**src/rtl/noc_pkg.sv**
```systemverilog
// Shared NoC definitions: flit layout, flit types and helpers used by the
// network interface, the router and the bench.
package noc_pkg;

    localparam int FLIT_W    = 16;
    localparam int PAYLOAD_W = 14;
    localparam int TYPE_MSB  = 15;
    localparam int TYPE_LSB  = 14;
    // Destination position inside the HEAD payload
    localparam int DST_MSB   = 13;
    localparam int DST_LSB   = 6;

    typedef enum logic [1:0] {
        FLIT_RSVD = 2'b00,
        FLIT_HEAD = 2'b01,
        FLIT_BODY = 2'b10,
        FLIT_TAIL = 2'b11
    } flit_type_e;

    typedef struct packed {
        flit_type_e             ftype;
        logic [PAYLOAD_W-1:0]   payload;
    } flit_t;

    typedef enum logic [0:0] {
        ST_IDLE = 1'b0,
        ST_BODY = 1'b1
    } inj_state_e;

    function automatic flit_t make_flit(input flit_type_e ftype, input logic [PAYLOAD_W-1:0] payload);
        flit_t f;
        f.ftype   = ftype;
        f.payload = payload;
        return f;
    endfunction

    function automatic flit_t make_head(input logic [7:0] dst);
        flit_t f;
        f                          = '0;
        f.ftype                    = FLIT_HEAD;
        f.payload[DST_MSB:DST_LSB] = dst;
        return f;
    endfunction

endpackage

```
**src/rtl/noc_flit_fifo.sv**
```systemverilog
// First-word fall-through flit FIFO with wrap-around pointers and an
// occupancy count; a push into a full FIFO is taken only alongside a pop.
module noc_flit_fifo #(
    parameter int WIDTH = 16,
    parameter int DEPTH = 4
) (
    input  logic             clk,
    input  logic             rst,
    input  logic             push,
    input  logic             pop,
    input  logic [WIDTH-1:0] wdata,
    output logic [WIDTH-1:0] rdata,
    output logic             full,
    output logic             empty
);
    localparam int PW = (DEPTH > 1) ? $clog2(DEPTH) : 1;
    localparam int CW = $clog2(DEPTH + 1);

    logic [WIDTH-1:0] mem_r [DEPTH];
    logic [PW-1:0]    wr_ptr_r;
    logic [PW-1:0]    rd_ptr_r;
    logic [CW-1:0]    count_r;
    logic             do_push_s;
    logic             do_pop_s;

    function automatic logic [PW-1:0] ptr_inc(input logic [PW-1:0] p);
        return (p == PW'(DEPTH - 1)) ? '0 : p + PW'(1);
    endfunction

    assign empty     = (count_r == '0);
    assign full      = (count_r == CW'(DEPTH));
    assign do_pop_s  = pop && !empty;
    assign do_push_s = push && (!full || do_pop_s);
    assign rdata     = mem_r[rd_ptr_r];

    // Pointer and occupancy update; push and pop may coincide at any fill level.
    always_ff @(posedge clk or negedge rst) begin
        if (!rst) begin
            wr_ptr_r <= '0;
            rd_ptr_r <= '0;
            count_r  <= '0;
        end else begin
            if (do_push_s) begin
                wr_ptr_r <= ptr_inc(wr_ptr_r);
            end
            if (do_pop_s) begin
                rd_ptr_r <= ptr_inc(rd_ptr_r);
            end
            case ({do_push_s, do_pop_s})
                2'b10:   count_r <= count_r + CW'(1);
                2'b01:   count_r <= count_r - CW'(1);
                default: count_r <= count_r;
            endcase
        end
    end

    // Storage write; contents need no reset because occupancy gates every read.
    always_ff @(posedge clk) begin
        if (do_push_s) begin
            mem_r[wr_ptr_r] <= wdata;
        end
    end

endmodule

```
**src/rtl/noc_local_ni.sv**
```systemverilog
// Local network interface: segments core messages into HEAD/BODY/TAIL flits
// under credit flow control and buffers ejected flits for the core.
module noc_local_ni
    import noc_pkg::*;
#(
    parameter int CREDITS  = 4,
    parameter int EJ_DEPTH = 4
) (
    input  logic                 clk,
    input  logic                 rst,
    input  logic                 tx_valid,
    output logic                 tx_ready,
    input  logic [7:0]           tx_dst,
    input  logic [PAYLOAD_W-1:0] tx_data,
    input  logic                 tx_last,
    output logic [FLIT_W-1:0]    flit_o,
    output logic                 flit_valid_o,
    input  logic                 credit_i,
    input  logic [FLIT_W-1:0]    flit_i,
    input  logic                 flit_valid_i,
    output logic                 credit_o,
    output logic                 rx_valid,
    input  logic                 rx_ready,
    output logic [1:0]           rx_type,
    output logic [PAYLOAD_W-1:0] rx_data,
    output logic                 err_o
);
    localparam int CW = $clog2(CREDITS + 1);

    inj_state_e         state_r;
    logic [CW-1:0]      credits_r;
    logic [CW-1:0]      credits_nxt_s;
    logic               has_credit_s;
    logic               head_req_s;
    logic               word_hs_s;
    logic               send_s;
    logic               ej_pop_s;
    logic               ej_full_s;
    logic               ej_empty_s;
    logic               ej_drop_s;
    logic [FLIT_W-1:0]  ej_rdata_s;

    assign has_credit_s = (credits_r != '0);
    assign tx_ready     = (state_r == ST_BODY) && has_credit_s;
    assign head_req_s   = (state_r == ST_IDLE) && tx_valid && has_credit_s;
    assign word_hs_s    = tx_valid && tx_ready;
    assign send_s       = head_req_s || word_hs_s;

    // Next credit count: a send and a returned credit in the same cycle cancel.
    always_comb begin
        credits_nxt_s = credits_r;
        if (send_s && credit_i) begin
            credits_nxt_s = credits_r;
        end else if (send_s) begin
            credits_nxt_s = credits_r - CW'(1);
        end else if (credit_i && (credits_r != CW'(CREDITS))) begin
            credits_nxt_s = credits_r + CW'(1);
        end else begin
            credits_nxt_s = credits_r;
        end
    end

    // Injection FSM with registered flit outputs and credit count.
    always_ff @(posedge clk or negedge rst) begin
        if (!rst) begin
            state_r      <= ST_IDLE;
            credits_r    <= CW'(CREDITS);
            flit_o       <= '0;
            flit_valid_o <= 1'b0;
        end else begin
            credits_r    <= credits_nxt_s;
            flit_valid_o <= send_s;
            case (state_r)
                ST_IDLE: begin
                    if (head_req_s) begin
                        flit_o  <= make_head(tx_dst);
                        state_r <= ST_BODY;
                    end
                end
                ST_BODY: begin
                    if (word_hs_s) begin
                        flit_o <= make_flit(tx_last ? FLIT_TAIL : FLIT_BODY, tx_data);
                        if (tx_last) begin
                            state_r <= ST_IDLE;
                        end
                    end
                end
                default: state_r <= ST_IDLE;
            endcase
        end
    end

    assign ej_pop_s  = rx_valid && rx_ready;
    // A push into a full FIFO without a simultaneous pop is lost.
    assign ej_drop_s = flit_valid_i && ej_full_s && !ej_pop_s;

    noc_flit_fifo #(
        .WIDTH (FLIT_W),
        .DEPTH (EJ_DEPTH)
    ) u_ej_fifo (
        .clk   (clk),
        .rst   (rst),
        .push  (flit_valid_i),
        .pop   (ej_pop_s),
        .wdata (flit_i),
        .rdata (ej_rdata_s),
        .full  (ej_full_s),
        .empty (ej_empty_s)
    );

    assign rx_valid = !ej_empty_s;
    assign rx_type  = ej_empty_s ? 2'b00 : ej_rdata_s[TYPE_MSB:TYPE_LSB];
    assign rx_data  = ej_empty_s ? {PAYLOAD_W{1'b0}} : ej_rdata_s[PAYLOAD_W-1:0];

    // Credit return one cycle after each pop, and sticky overflow flag.
    always_ff @(posedge clk or negedge rst) begin
        if (!rst) begin
            credit_o <= 1'b0;
            err_o    <= 1'b0;
        end else begin
            credit_o <= ej_pop_s;
            err_o    <= err_o | ej_drop_s;
        end
    end

endmodule

```
**config.mk**
```make
export PLATFORM = sky130hd
export DESIGN_NAME = noc_local_ni
export DESIGN_NICKNAME = d
export VERILOG_FILES = /design/src/rtl/noc_pkg.sv /design/src/rtl/noc_flit_fifo.sv /design/src/rtl/noc_local_ni.sv
export SDC_FILE = /design/constraint.sdc
export NUM_CORES = 1
export LEC_CHECK = 0
export CORE_ASPECT_RATIO = 1.25
export CORE_MARGIN = 10
export CORE_UTILIZATION = 35
export DETAILED_ROUTE_END_ITERATION = 8
export PLACE_DENSITY_LB_ADDON = 0.12
export SLEW_MARGIN = 20
export SYNTH_ARGS = -nofsm -noshare
export SYNTH_HDL_FRONTEND = slang
export SYNTH_SLANG_ARGS = --single-unit
```
**constraint.sdc**
```tcl
create_clock -name clk -period 6.4 [get_ports clk]
set_clock_uncertainty 0.1 [all_clocks]
set_input_delay 0.96 -clock clk [delete_from_list [all_inputs] [get_ports clk]]
set_output_delay 0.96 -clock clk [all_outputs]
set_load 0.01 [all_outputs]
```
* After elaboration in Yosys (flattened, before gate mapping)
Memories as Yosys holds them, arrays and structs flattened.
Index checks and enable logic that the tools add are counted.
** Operators by class
- Shift operators :: 0
- Reduce and logical (&&, ||, !) cells :: 22
- Multiply operators :: 0
- Bitwise operators :: 3
- Add/subtract/negate cells :: 6
- Divide/modulo/power cells :: 0
- Order comparisons :: 0
- Equal/unequal tests :: 8
- Mux-type cells :: 17
** Operator list (count)
- $mux 16 :: 2
- $pmux 16 s2 :: 1
- $mux 14 :: 1
- $logic_and 1x1->1 :: 11
- $add 3x1->3 const B :: 2
- $eq 2x2->1 const B :: 3
- $mux 1 :: 6
- $mux 2 :: 3
- $mux 3 :: 2
- $pmux 3 s2 :: 1
- $sub 3x1->3 const B :: 2
- $add 2x1->2 const B :: 2
- $reduce_and 2->1 :: 2
- $reduce_bool 2->1 :: 2
- $eq 3x3->1 const B :: 1
- $logic_not 1->1 :: 3
- $logic_not 3->1 :: 1
- $ne 3x3->1 const B :: 1
- $reduce_bool 3->1 :: 1
- $eq 2x1->1 const B :: 1
- $logic_or 1x1->1 :: 2
- $ne 2x1->1 const B :: 1
- $ne 2x2->1 const B :: 1
- $not 1->1 :: 2
- 2 further kinds :: 2
** Storage, ports and cells
- RAM bits :: 64
- Bits of input ports :: 45
- Output and inout port bits :: 37
- Bits in registers :: 30
- Memories :: 1
- Latch bits :: 0
- Bits in read-only memories :: 0
- Logic and storage cells :: 66
** Memory list
- u_ej_fifo.mem_r :: words 4, width 16, read ports 1, clocked after memory_dff 0, wr ports 1, RTL line noc_flit_fifo.sv:19 : logic [WIDTH-1:0] mem_r [DEPTH];

* Longest topological paths before layout
Gate-level depths: netlist of run 1.
- Word-level depth :: 8
- Gate-level depth with buffers :: 9
- Depth with buffers taken out :: 9

* By module
A second synthesis of run 1 with hierarchy kept.
** Unflattened totals
- Cell total of the unflattened synthesis :: 271
- Area total of the unflattened synthesis :: 4117.7 um^2
** Modules (own cells, without submodules)
- noc_flit_fifo :: area an instance 2849.0 um^2, cells each 138, times used 1, sequential area each 2097.0 um^2
- noc_local_ni :: area an instance 1268.7 um^2, cells each 133, times used 1, sequential area each 576.8 um^2

* Worst setup path before layout of run 1
OpenSTA, ideal clock, no wires.
- Path type :: in2reg
- Start point :: input tx_valid
- End point :: register credits_r[2]
- Stages on the path :: 8
- Arrival time :: 2.601 ns
- Library setup time :: 0.111 ns
- Required time :: 6.189 ns
- Slack :: 3.588 ns
- Cells stage by stage :: buf_2 o31ai_4 buf_2 inv_1 fa_1 or4b_1 o32a_1 o311ai_0
** On the way
- Word-level cells in the longest chain between the ends :: 6
- Elaborated cells between the ends (all ways) :: 9
- Classes of those cells :: 1 x mux; 1 x bitwise; 7 x reduce/logical
** RTL lines
- from (decl) :: RTL line noc_local_ni.sv:11 : input logic tx_valid,
- $logic_and 1x1->1 (2 in series) :: RTL line noc_local_ni.sv:45 : assign head_req_s = (state_r == ST_IDLE) && tx_valid && has_credit_s;
- $logic_or 1x1->1 * :: RTL line noc_local_ni.sv:47 : assign send_s = head_req_s || word_hs_s;
- via send_s :: RTL line noc_local_ni.sv:36 : logic send_s;
- $logic_and 1x1->1 :: RTL line noc_local_ni.sv:52 : if (send_s && credit_i) begin
- $not 1->1 (no line)
- $reduce_and 2->1 (no line)
- to (signal assigned) :: RTL line noc_local_ni.sv:67 : credits_r <= CW'(CREDITS);
- to (signal assigned) :: RTL line noc_local_ni.sv:71 : credits_r <= credits_nxt_s;
- to (decl) :: RTL line noc_local_ni.sv:31 : logic [CW-1:0] credits_r;
The timed path passes the listed nets; every way through them passes the cells marked *.
A chain may end at the register's enable or synchronous reset.

* Worst setup path in the final report of run 1
- Start point :: register u_ej_fifo.rd_ptr_r[0]
- End point :: output rx_data[5]
** On the way
- Word-level cells in the longest chain between the ends :: 2
** RTL lines
- from (decl) :: RTL line noc_flit_fifo.sv:21 : logic [PW-1:0] rd_ptr_r;
- from (signal assigned) :: RTL line noc_flit_fifo.sv:47 : rd_ptr_r <= ptr_inc(rd_ptr_r);
- $mem_v2 4x16
- $mux 14 :: RTL line noc_local_ni.sv:113 : assign rx_data = ej_empty_s ? {PAYLOAD_W{1'b0}} : ej_rdata_s[PAYLOAD_W-1:0];
- to (decl) :: RTL line noc_local_ni.sv:25 : output logic [PAYLOAD_W-1:0] rx_data,
No other way between the ends.

==> results of run 1 <==
==> cells in the mapped netlist <==
library cell and n:
xor2_1 2, o32a_1 1, or2_2 1, a211o_1 1, dfstp_2 1, xnor2_1 1, mux4_2 16, mux2_4 2
a21o_1 1, nor2_1 6, dfrtp_1 29, buf_2 10, mux2i_1 9, nor2b_1 6, clkbuf_1 3, a221oi_1 2
inv_1 8, o31a_1 1, a21oi_1 2, o31ai_4 1, and2_4 1, ha_1 6, nor4b_1 1, nand2b_1 2
o22ai_1 1, o311ai_0 1, or4b_1 1, fa_1 2, nand3_1 2, nand2_1 22, o21ai_0 14, o21ai_1 2
mux2_2 5, and2_1 20, or3_1 1, buf_6 2, edfxtp_1 64
==> metrics by stage <==
| stage | cells | power [mW] | util (%) | setup WS [ps] | area (µm²) |
|---|---|---|---|---|---|
| after floorplan | 250 | 1.48 | - | 3590 | 3980 |
| after global placement | 453 | 1.89 | 44.1 | 2970 | 4890 |
| after detailed placement | 453 | 1.90 | 44.1 | 2900 | 4890 |
| after CTS | 469 | 2.38 | 46.4 | 2770 | 5150 |
| after global routing | 470 | 2.50 | 46.5 | 2670 | 5160 |
| final | 470 | 2.33 | 46.5 | 2840 | 5160 |
==> final cells by class <==
cell class,instances,area [µm²]
clock inverters,4,23.8
multi-input cells,133,1190
repair buffers,84,837
fillers,996,5930
well taps,135,169
flip-flops and latches,94,2670
clock buffers,12,236
inverters,8,30.0
==> power by group through the flow <==
stage | registers [mW] | logic, mW | clock network [mW]
after floorplan | 0.918 | 0.567 | 0
after global placement | 0.988 | 0.904 | 0
after detailed placement | 0.992 | 0.908 | 0
after CTS | 0.982 | 0.913 | 0.484
after global routing | 1.01 | 0.982 | 0.510
final | 0.977 | 0.889 | 0.466
==> routing by layer <==
layer  GRT usage (%)  up-vias
met2            16.4       67
met5               0        -
met3            4.98       11
li1                -     1074
met4            5.48        0
met1            11.2     1093
==> kinds of logic (layout without fill, tap and decap cells) <==
group           Yosys count  count (layout)
compound gates           27              27
xor+xnor                  3               3
fa+ha+maj                 8               8
buf+inv                  23             108
flops                    94              94
mux                      32              32
simple gates             63              63
==> worst max-delay path, cell delays in order, from the launching register on <==
cell and delay [ps]:
dfrtp_1 640, buf_4 350, mux4_2 530, and2_1 170
clkdlybuf4s50_1 470
==> sequential cells by signal (all words and copies together), names as in the netlist <==
name / count
u_ej_fifo.count_r: 3
state_r: 1
credit_o: 1
flit_o: 16
u_ej_fifo.rd_ptr_r: 2
flit_valid_o: 1
err_o: 1
u_ej_fifo.mem_r: 64
credits_r: 3
u_ej_fifo.wr_ptr_r: 2
==> cells in the final DEF, fill, tap and decap left out, types with 2 or more instances in the layout <==
cell,n
nand3_1,2
clkbuf_16,9
ha_1,6
o21ai_0,14
fa_1,2
clkbuf_1,3
nor2_1,6
mux4_2,16
dfrtp_1,29
nand2b_1,2
inv_1,8
and2_1,20
a21oi_1,2
xor2_1,2
a221oi_1,2
clkdlybuf4s50_1,81
o21ai_1,2
edfxtp_1,64
mux2_2,5
nand2_1,22
clkinvlp_4,2
mux2i_1,9
mux2_4,2
buf_4,2
nor2b_1,6
==> worst min-delay path by stage <==
stage,startpoint,endpoint,slack [ps],depth (start not counted)
detailed placement,err_o,err_o,350,1
floorplan,u_ej_fifo.count_r[2],u_ej_fifo.count_r[2],350,1
global placement,err_o,err_o,360,1
global route,err_o,err_o,400,1
CTS,err_o,err_o,370,1
finish,err_o,err_o,360,1
==> results by group, run 1 <==
CTS
  – Clock transition at path regs: about 60 ps
  – CTS Buf Count: 9
  – # Post-CTS Setup Buffers: 0
  – Hold buffers post-CTS: 0
  – Root Buffer Master: clkbuf_16
  – H-tree depth: 3
  – Clock sinks: 94
  – Cts repair resizes: 0
  – TritonCTS clock tree: done
  – Max clock buf depth: 2
  – Clock latency on the worst-skew pair: ~330 ps

GRT
  – Grt ovf: 0
  – Global Route Usage Sum: between 10% and 20%
  – First-pass GRT wire length: approximately 13000 µm
  – Largest net degree at the start of global routing: 34
  – Initial antenna violation count: 0
  – Vias in the first global route: between 2000 and 2500

Run status
  – Status: completed

Power
  – Switching pwr: around 0.7 mW
  – Seq pwr share: about two fifths
  – Comb power frac: 38.1%
  – Pleak: approximately 1.9 nW
  – Internal Power: roughly 1.6 mW
  – Switching share of power: just over 30%
  – Power Dens Cells: between 400 and 500 nW/µm²
  – Peak supply drop: 0.000171 V
  – Clock Power Share: 20.0%

STA
  – Hold Fails Final Rpt: 0
  – Slew Limit Fails: 0
  – Final Hold Slack: around 360 ps
  – TNS Setup: 0 ps
  – Worst Max-Slew Pin Slew: just over 900 ps
  – RSZ-0062 raised after global routing: no
  – Final setup vio count: 0
  – Max Clock Freq: between 0.2 and 0.3 GHz
  – Slew headroom: approximately two fifths
  – Min Tclk post-route: approximately 3600 ps
  – Final period utilization: 55.7%

Job
  – Max-cap violations: 0

Route
  – Vias/cell: around 4.8
  – 1st-pass router iterations: 4
  – Detailed Route Iter0 Violations: 54
  – WL met2: approximately 3900 µm
  – Top Layer Used: met4
  – ANT nets after route: 0
  – WL met1: 3150 µm
  – Metal3 WL: about 820 µm
  – Via count: around 2200
  – DR WL/cell: ~17 µm
  – DRC viols: 0
  – Final wirelength: roughly 8000 µm

Place
  – HPWL after detailed placement: 5490 µm
  – Routability Congestion: roughly 0.66
  – IO buf count: 81

Yosys
  – Post-synthesis simple-gate area fraction: 8.31%
  – Yosys warns: 0
  – Mapped cell area: 3980 µm²
  – Sequential fraction of the synthesis area: 67.3%
  – Synth Area in Compound Gates: 4.50%
  – Post-synth cell types: 37
  – Synth Net Count: 303
  – Post-synthesis mux area share: around 14%
  – Largest cells by area after synthesis: edfxtp_1, dfrtp_1, mux4_2
  – Share of the synthesized area in the top cell type: 48.3%
  – Syn_area_per_cell: 15.9 µm²
  – Post-synthesis xor/xnor area fraction: less than 1%
  – Leading area contributor after synthesis: edfxtp_1
  – FF+latch count, synth: 94
  – Post-Syn Instances: 250
  – Largest family of logic cells by synthesized area: multiplexers
  – Adder-cell share of the synthesized area: under 10%

Worst setup path
  – R2R Path Start: credits_r[0]
  – Kind of critical path: reg2out
  – CP arrival: 2500 ps
  – R2r endpoint: credits_r[2]
  – Critical path origin: u_ej_fifo.rd_ptr_r[0]
  – FF-to-FF setup slack: roughly 3900 ps
  – Critical Path Start Type: register
  – Worst Path Required: approximately 5300 ps
  – Crit path max fanout: 11
  – R2R cell count: 6
  – Crit path capture type: primary output
  – Crit path capture: rx_data[5]

Floorplanning
  – Top Ports: 82
  – Initial core utilization: between 30% and 40%
  – CORE AREA: 11100 µm²
  – DIE WIDTH: ~120 µm
  – Site Rows: between 40 and 50
  – Die Y: about 140 µm
  – Die area: ~16000 µm²

Finish
  – NumNets Final: 383
  – Layout cell share with drive strength beyond 1: 12.5%
  – Ant. Diodes: 0
  – Area grow syn2layout: 29.7%

Worst hold path
  – Worst Hold Class: reg2reg
Power figures use the tool's default switching activity.
==> inputs of run 2 (changes only) <==
==> constraint.sdc (replaced) <==
create_clock -name clk -period 2.9 [get_ports clk]
set_clock_uncertainty 0.1 [all_clocks]
set_input_delay 0.435 -clock clk [delete_from_list [all_inputs] [get_ports clk]]
set_output_delay 0.435 -clock clk [all_outputs]
set_load 0.01 [all_outputs]
==> run 2 against run 1 <==
Via count down 0.62%; largest cell class unchanged; cell count rose by 1.3%; utilization up 0.37 points; register-to-register slack worse by 3300 ps; clock power increased by 120%; global-route usage rose by 0.17 points; critical path depth stayed put; sequential cell count is the same; total power up 120%; critical path type unchanged; die area is the same; setup slack got worse by 2600 ps; sequential share of layout area shrank 0.41 points.
==> results by group, run 2 (synthesis results as in run 1) <==
Route
  – ANT nets after route: 0
  – 1st-pass router iterations: 4
  – DRC viols: 0
  – Vias/cell: 4.69
  – Via count: approximately 2200
  – Detailed Route Iter0 Violations: just under 60
  – DR WL/cell: 16.9 µm
  – Final wirelength: 8060 µm

Worst setup path
  – Worst Path Required: 2370 ps
  – Crit path max fanout: 13
  – R2r endpoint: u_ej_fifo.count_r[2]
  – Crit-path slowest cell: mux4_2
  – Kind of critical path: reg2out
  – R2R Path Start: u_ej_fifo.count_r[0]
  – Worst path top cell family by delay: buffers and inverters
  – Crit-path max cell delay: between 500 and 600 ps
  – Crit-path cells: buf_4, mux4_2, and2_1, clkdlybuf4s50_1
  – FF-to-FF setup slack: roughly 530 ps
  – Crit path capture type: primary output
  – Critical Path Start Type: register
  – R2R cell count: 9
  – WP buf/inv: 2
  – CP arrival: around 2200 ps

STA
  – Worst Max-Slew Pin Slew: around 900 ps
  – Final Hold Slack: ~380 ps
  – RSZ-0062 raised after global routing: no
  – Hold Fails Final Rpt: 0
  – Slew Limit Fails: 0
  – Min Tclk post-route: approximately 2700 ps
  – Slew headroom: between 40% and 50%
  – Final period utilization: 92.9%
  – Final setup vio count: 0
  – TNS Setup: 0 ps
  – Max Clock Freq: 0.371 GHz
  – Final worst slack: a little over 200 ps

Finish
  – NumNets Final: roughly 400
  – Layout cell share with drive strength beyond 1: 13.8%
  – Fin cells: 476
  – Biggest register: u_ej_fifo.mem_r
  – Most frequent cells in the layout: clkdlybuf4s50_1, edfxtp_1, dfrtp_1
  – Ant. Diodes: 0
  – Area grow syn2layout: 30.8%
  – Max FFs per register: 64
  – Design area: 5200 µm²
  – Top flop regs: u_ej_fifo.mem_r: 64 flops, flit_o: 16 flops
  – # fillers: between 900 and 1000
  – Commonest non-fill, non-tap cell in the layout: clkdlybuf4s50_1

CTS
  – TritonCTS clock tree: done
  – CTS Buf Count: 9
  – H-tree depth: 3
  – # Post-CTS Setup Buffers: 0
  – Root Buffer Master: clkbuf_16
  – Hold buffers post-CTS: 0
  – Clock latency on the worst-skew pair: 330 ps
  – Cts repair resizes: 0
  – Clock transition at path regs: around 60 ps
  – Clock sinks: 94
  – Max clock buf depth: 2

Job
  – Max-cap violations: 0

Worst hold path
  – Hold path endpoint: flit_o[2]
  – WHS Path Cells: 2
  – Hold_sp: flit_o[2]
  – Worst Hold Class: reg2reg

Place
  – Routability Congestion: a little under 0.7
  – HPWL after detailed placement: between 5000 and 6000 µm
  – IO buf count: 81
  – Inst Count DP: 460
  – Placed inst area: roughly 5000 µm²
  – Place WS: between 20 and 25 ps

Floorplanning
  – DIE WIDTH: ~120 µm
  – CORE AREA: approximately 11000 µm²
  – Initial core utilization: 35.9%
  – Site Rows: 43
  – Top Ports: between 80 and 90
  – Die Y: 139 µm
  – Die area: 16000 µm²

Run status
  – Status: completed

Power
  – Power Dens Cells: between 900 and 1000 nW/µm²
  – Pleak: 1.93 nW
  – Peak supply drop: 0.000494 V

GRT
  – Vias in the first global route: between 2000 and 2500
  – First-pass GRT wire length: between 10000 and 15000 µm
  – Initial antenna violation count: 0
  – Largest net degree at the start of global routing: 33
  – Grt ovf: 0
  – Global Route Usage Sum: between 10% and 20%
run 2: cell count changes in the layout (fill, tap and decap cells not counted):
cell	change
buf_6	-1
clkinvlp_4	-1
clkinv_1	+1
clkinv_4	+1
clkinv_2	-1
buf_4	+7
run 2: worst register-to-register path, delay by kind of cell, from the launching register on:
kind	cells	cell delay [ps]
xor gates and xnor gates	2	300
DFF	1	410
adders and majority gates	2	560
and+or+nand+nor	3	760
buffers and inverters	2	150
run 2: per-stage QoR:
| stage | power (mW) | utilization, % |
|---|---|---|
| 2_1_floorplan | 3.28 | - |
| 6_report | 5.19 | 46.9 |
| 5_1_grt | 5.57 | 46.9 |
| 3_5_place_dp | 4.25 | 44.6 |
| 3_3_place_gp | 4.22 | 44.6 |
| 4_1_cts | 5.30 | 46.9 |
run 2: per-layer routing:
layer	track usage (%)	routed length (µm)	part of all wire [%]	vias up
met1	11.6	3220	40	1054
met3	4.85	779	9.7	10
li1	-	-	-	1089
met2	16.7	3900	48	78
met5	0	0	0	-
met4	5.09	160	2.0	0
run 2: area by class of cell:
| class | count | area (µm²) | area share [%] |
|---|---|---|---|
| clock buffer | 12 | 236 | 4.55 |
| clock inverter | 4 | 23.8 | 0.457 |
| inverter | 8 | 30.0 | 0.578 |
| multi-input combinational | 133 | 1190 | 22.8 |
| sequential | 94 | 2670 | 51.4 |
| tap | 135 | 169 | 3.25 |
| timing repair buffer | 90 | 878 | 16.9 |
run 2: worst max path at each step:
| stage | start | endpoint | slack, ps | cells after the start |
|---|---|---|---|---|
| 2_1_floorplan | credits_r[1] | credits_r[2] | 410 | 8 |
| 5_1_grt | u_ej_fifo.rd_ptr_r[0] | rx_data[4] | 90 | 4 |
| 6_report | u_ej_fifo.rd_ptr_r[0] | rx_data[1] | 210 | 4 |
| 4_1_cts | u_ej_fifo.rd_ptr_r[0] | rx_data[1] | 150 | 4 |
| 3_5_place_dp | rx_ready | u_ej_fifo.count_r[2] | 20 | 10 |
| 3_3_place_gp | rx_ready | u_ej_fifo.count_r[2] | 120 | 10 |
run 2: where the power goes:
group	switching, mW	internal, mW
Sequential	0.202	1.83
Combinational	0.926	1.20
Clock	0.451	0.577
Total	1.58	3.61
==> inputs of run 3 (changes only) <==
--- a/config.mk
+++ b/config.mk
@@ -8,9 +8,10 @@
 export CORE_ASPECT_RATIO = 1.25
 export CORE_MARGIN = 10
 export CORE_UTILIZATION = 35
+export CTS_CLUSTER_SIZE = 30
 export DETAILED_ROUTE_END_ITERATION = 8
-export PLACE_DENSITY_LB_ADDON = 0.12
-export SLEW_MARGIN = 20
+export PLACE_DENSITY_LB_ADDON = 0.15
+export SLEW_MARGIN = 10
 export SYNTH_ARGS = -nofsm -noshare
 export SYNTH_HDL_FRONTEND = slang
 export SYNTH_SLANG_ARGS = --single-unit
==> run 3 against run 2 <==
Sequential share of layout area fell by 0.71 points; clock power rose by 17%; sequential power barely moved; first-iteration DRC count rose by 47%; highest routed layer unchanged; routed wire length rose by 0.72%; critical endpoint is now rx_data[13]; non-clock buffer count rose by 2; maximum frequency rose by 0.25%; total power rose by 3.9%; largest power group unchanged; hold slack improved by 3.3 ps; design area rose by 1.4%.
==> results by group, run 3 (synthesis results as in run 1) <==
Route
  – Vias/cell: 4.80
  – DR WL/cell: roughly 17 µm
  – ANT nets after route: 0
  – Detailed Route Iter0 Violations: 85
  – Via count: 2295
  – Final wirelength: 8120 µm
  – DRC viols: 0
  – 1st-pass router iterations: 4

Power
  – Pleak: between 1.5 and 2 nW
  – Design Power: approximately 5.4 mW
  – Comb power frac: between 30% and 40%
  – Seq pwr share: a little under two fifths
  – Peak supply drop: between 0.0005 and 0.0006 V
  – Internal Power: 3.80 mW
  – Power Dens Cells: 1020 nW/µm²
  – Switching pwr: between 1.5 and 2 mW
  – Clock Power Share: about 22%
  – Switching share of power: between 20% and 30%

STA
  – RSZ-0062 raised after global routing: no
  – Min Tclk post-route: ~2700 ps
  – Max Clock Freq: approximately 0.37 GHz
  – Slew Limit Fails: 0
  – Hold Fails Final Rpt: 0
  – Slew headroom: roughly three fifths
  – TNS Setup: 0 ps
  – Final setup vio count: 0
  – Final period utilization: between 90 and 100%
  – Final worst slack: 212 ps
  – Worst Max-Slew Pin Slew: around 570 ps

Worst setup path
  – Kind of critical path: reg2out
  – Crit-path cells: buf_12, mux4_2, and2_1, clkdlybuf4s50_1
  – R2r endpoint: u_ej_fifo.count_r[2]
  – Worst path top cell family by delay: buffers and inverters
  – Crit path max fanout: 16
  – R2R Path Start: u_ej_fifo.count_r[0]
  – WP buf/inv: 2
  – Crit path capture type: primary output
  – Critical Path Start Type: register
  – FF-to-FF setup slack: ~480 ps
  – Crit-path max cell delay: roughly 520 ps
  – Crit-path slowest cell: mux4_2
  – CP arrival: around 2200 ps
  – Worst Path Required: approximately 2400 ps
  – R2R cell count: 8

Floorplanning
  – DIE WIDTH: approximately 120 µm
  – Initial core utilization: between 30% and 40%
  – Site Rows: 43
  – Top Ports: just over 80
  – CORE AREA: between 10000 and 15000 µm²
  – Die area: between 15000 and 20000 µm²
  – Die Y: ~140 µm

CTS
  – Clock sinks: 94
  – Root Buffer Master: clkbuf_16
  – Cts repair resizes: 0
  – Clock latency on the worst-skew pair: 320 ps
  – TritonCTS clock tree: done
  – Hold buffers post-CTS: 0
  – Clock transition at path regs: 60 ps
  – H-tree depth: 3
  – Max clock buf depth: 2
  – CTS Buf Count: 9
  – # Post-CTS Setup Buffers: 0

Finish
  – NumNets Final: just under 400
  – # fillers: around 1000
  – Design area: between 5000 and 6000 µm²
  – Top flop regs: u_ej_fifo.mem_r: 64 flops, flit_o: 16 flops
  – Ant. Diodes: 0
  – Most frequent cells in the layout: clkdlybuf4s50_1, edfxtp_1, dfrtp_1
  – Layout cell share with drive strength beyond 1: ~15%
  – Area grow syn2layout: 32.6%
  – Max FFs per register: 64
  – Commonest non-fill, non-tap cell in the layout: clkdlybuf4s50_1
  – Biggest register: u_ej_fifo.mem_r

GRT
  – Met1 usage: about an eighth
  – Met3 Track Usage GR: about 4.4%
  – First-pass GRT wire length: 12900 µm
  – Vias in the first global route: 2476
  – Initial antenna violation count: 0
  – Grt ovf: 0
  – Grt peak-use layer: met2
  – Met2 GRT Util: roughly 17%
  – Largest net degree at the start of global routing: 33
  – Global Route Usage Sum: 10.3%

Worst hold path
  – Hold_sp: flit_o[6]
  – Worst Hold Class: reg2reg
  – Hold path endpoint: flit_o[6]
  – WHS Path Cells: 2

Place
  – Place WS: between 200 and 250 ps
  – IO buf count: between 80 and 90
  – Placed inst area: 4970 µm²
  – Routability Congestion: around 0.7
  – HPWL after detailed placement: roughly 5600 µm

Run status
  – Status: completed

Job
  – Max-cap violations: 0
[run 3: worst max path at each step]
| stage | from | to | depth (start not counted) | slack, ps |
|---|---|---|---|---|
| after floorplan | credits_r[1] | credits_r[2] | 8 | 410 |
| after CTS | u_ej_fifo.count_r[0] | rx_data[8] | 3 | 170 |
| after global routing | u_ej_fifo.count_r[0] | rx_data[8] | 3 | 80 |
| final | u_ej_fifo.rd_ptr_r[0] | rx_data[13] | 4 | 210 |
| after global placement | rx_ready | u_ej_fifo.count_r[2] | 10 | 250 |
| after detailed placement | rx_ready | u_ej_fifo.count_r[2] | 10 | 220 |
[run 3: layout make-up]
type | count | area, µm² | area share [%]
clock buffers | 10 | 229 | 4.34
multi-input cells | 133 | 1190 | 22.5
clock inverters | 6 | 76.3 | 1.45
inverters | 8 | 30.0 | 0.570
repair buffers | 92 | 906 | 17.2
well taps | 135 | 169 | 3.20
flip-flops and latches | 94 | 2670 | 50.7
[run 3: routing by layer]
| metal | routed length [µm] | vias to the layer above |
|---|---|---|
| met1 | 3200 | 1126 |
| met4 | 94 | 0 |
| met3 | 717 | 10 |
| li1 | - | 1089 |
| met2 | 4110 | 70 |
| met5 | 0 | - |
[run 3: power groups by stage]
| stage | Combinational (mW) | Sequential, mW | Clock [mW] |
|---|---|---|---|
| after floorplan | 1.25 | 2.03 | 0 |
| after global placement | 2.19 | 2.05 | 0 |
| after detailed placement | 2.21 | 2.07 | 0 |
| after CTS | 2.22 | 2.05 | 1.24 |
| after global routing | 2.37 | 2.09 | 1.30 |
| final | 2.15 | 2.04 | 1.20 |
[run 3: metrics by stage]
step	std cells	hold WS [ps]	util (%)
detailed placement	462	370	44.8
finish	478	380	47.6
CTS	478	385	47.6
floorplan	250	39.4	-
global route	478	410	47.6
global placement	462	361	44.8
[run 3: worst reg2reg max path, cell delays in order, from the launching register on]
cell,delay [ps]
dfrtp_1,410
or3_1,500
and2_4,300
ha_1,190
inv_1,60
fa_1,380
xor2_1,150
nor2_1,110
xor2_1,150
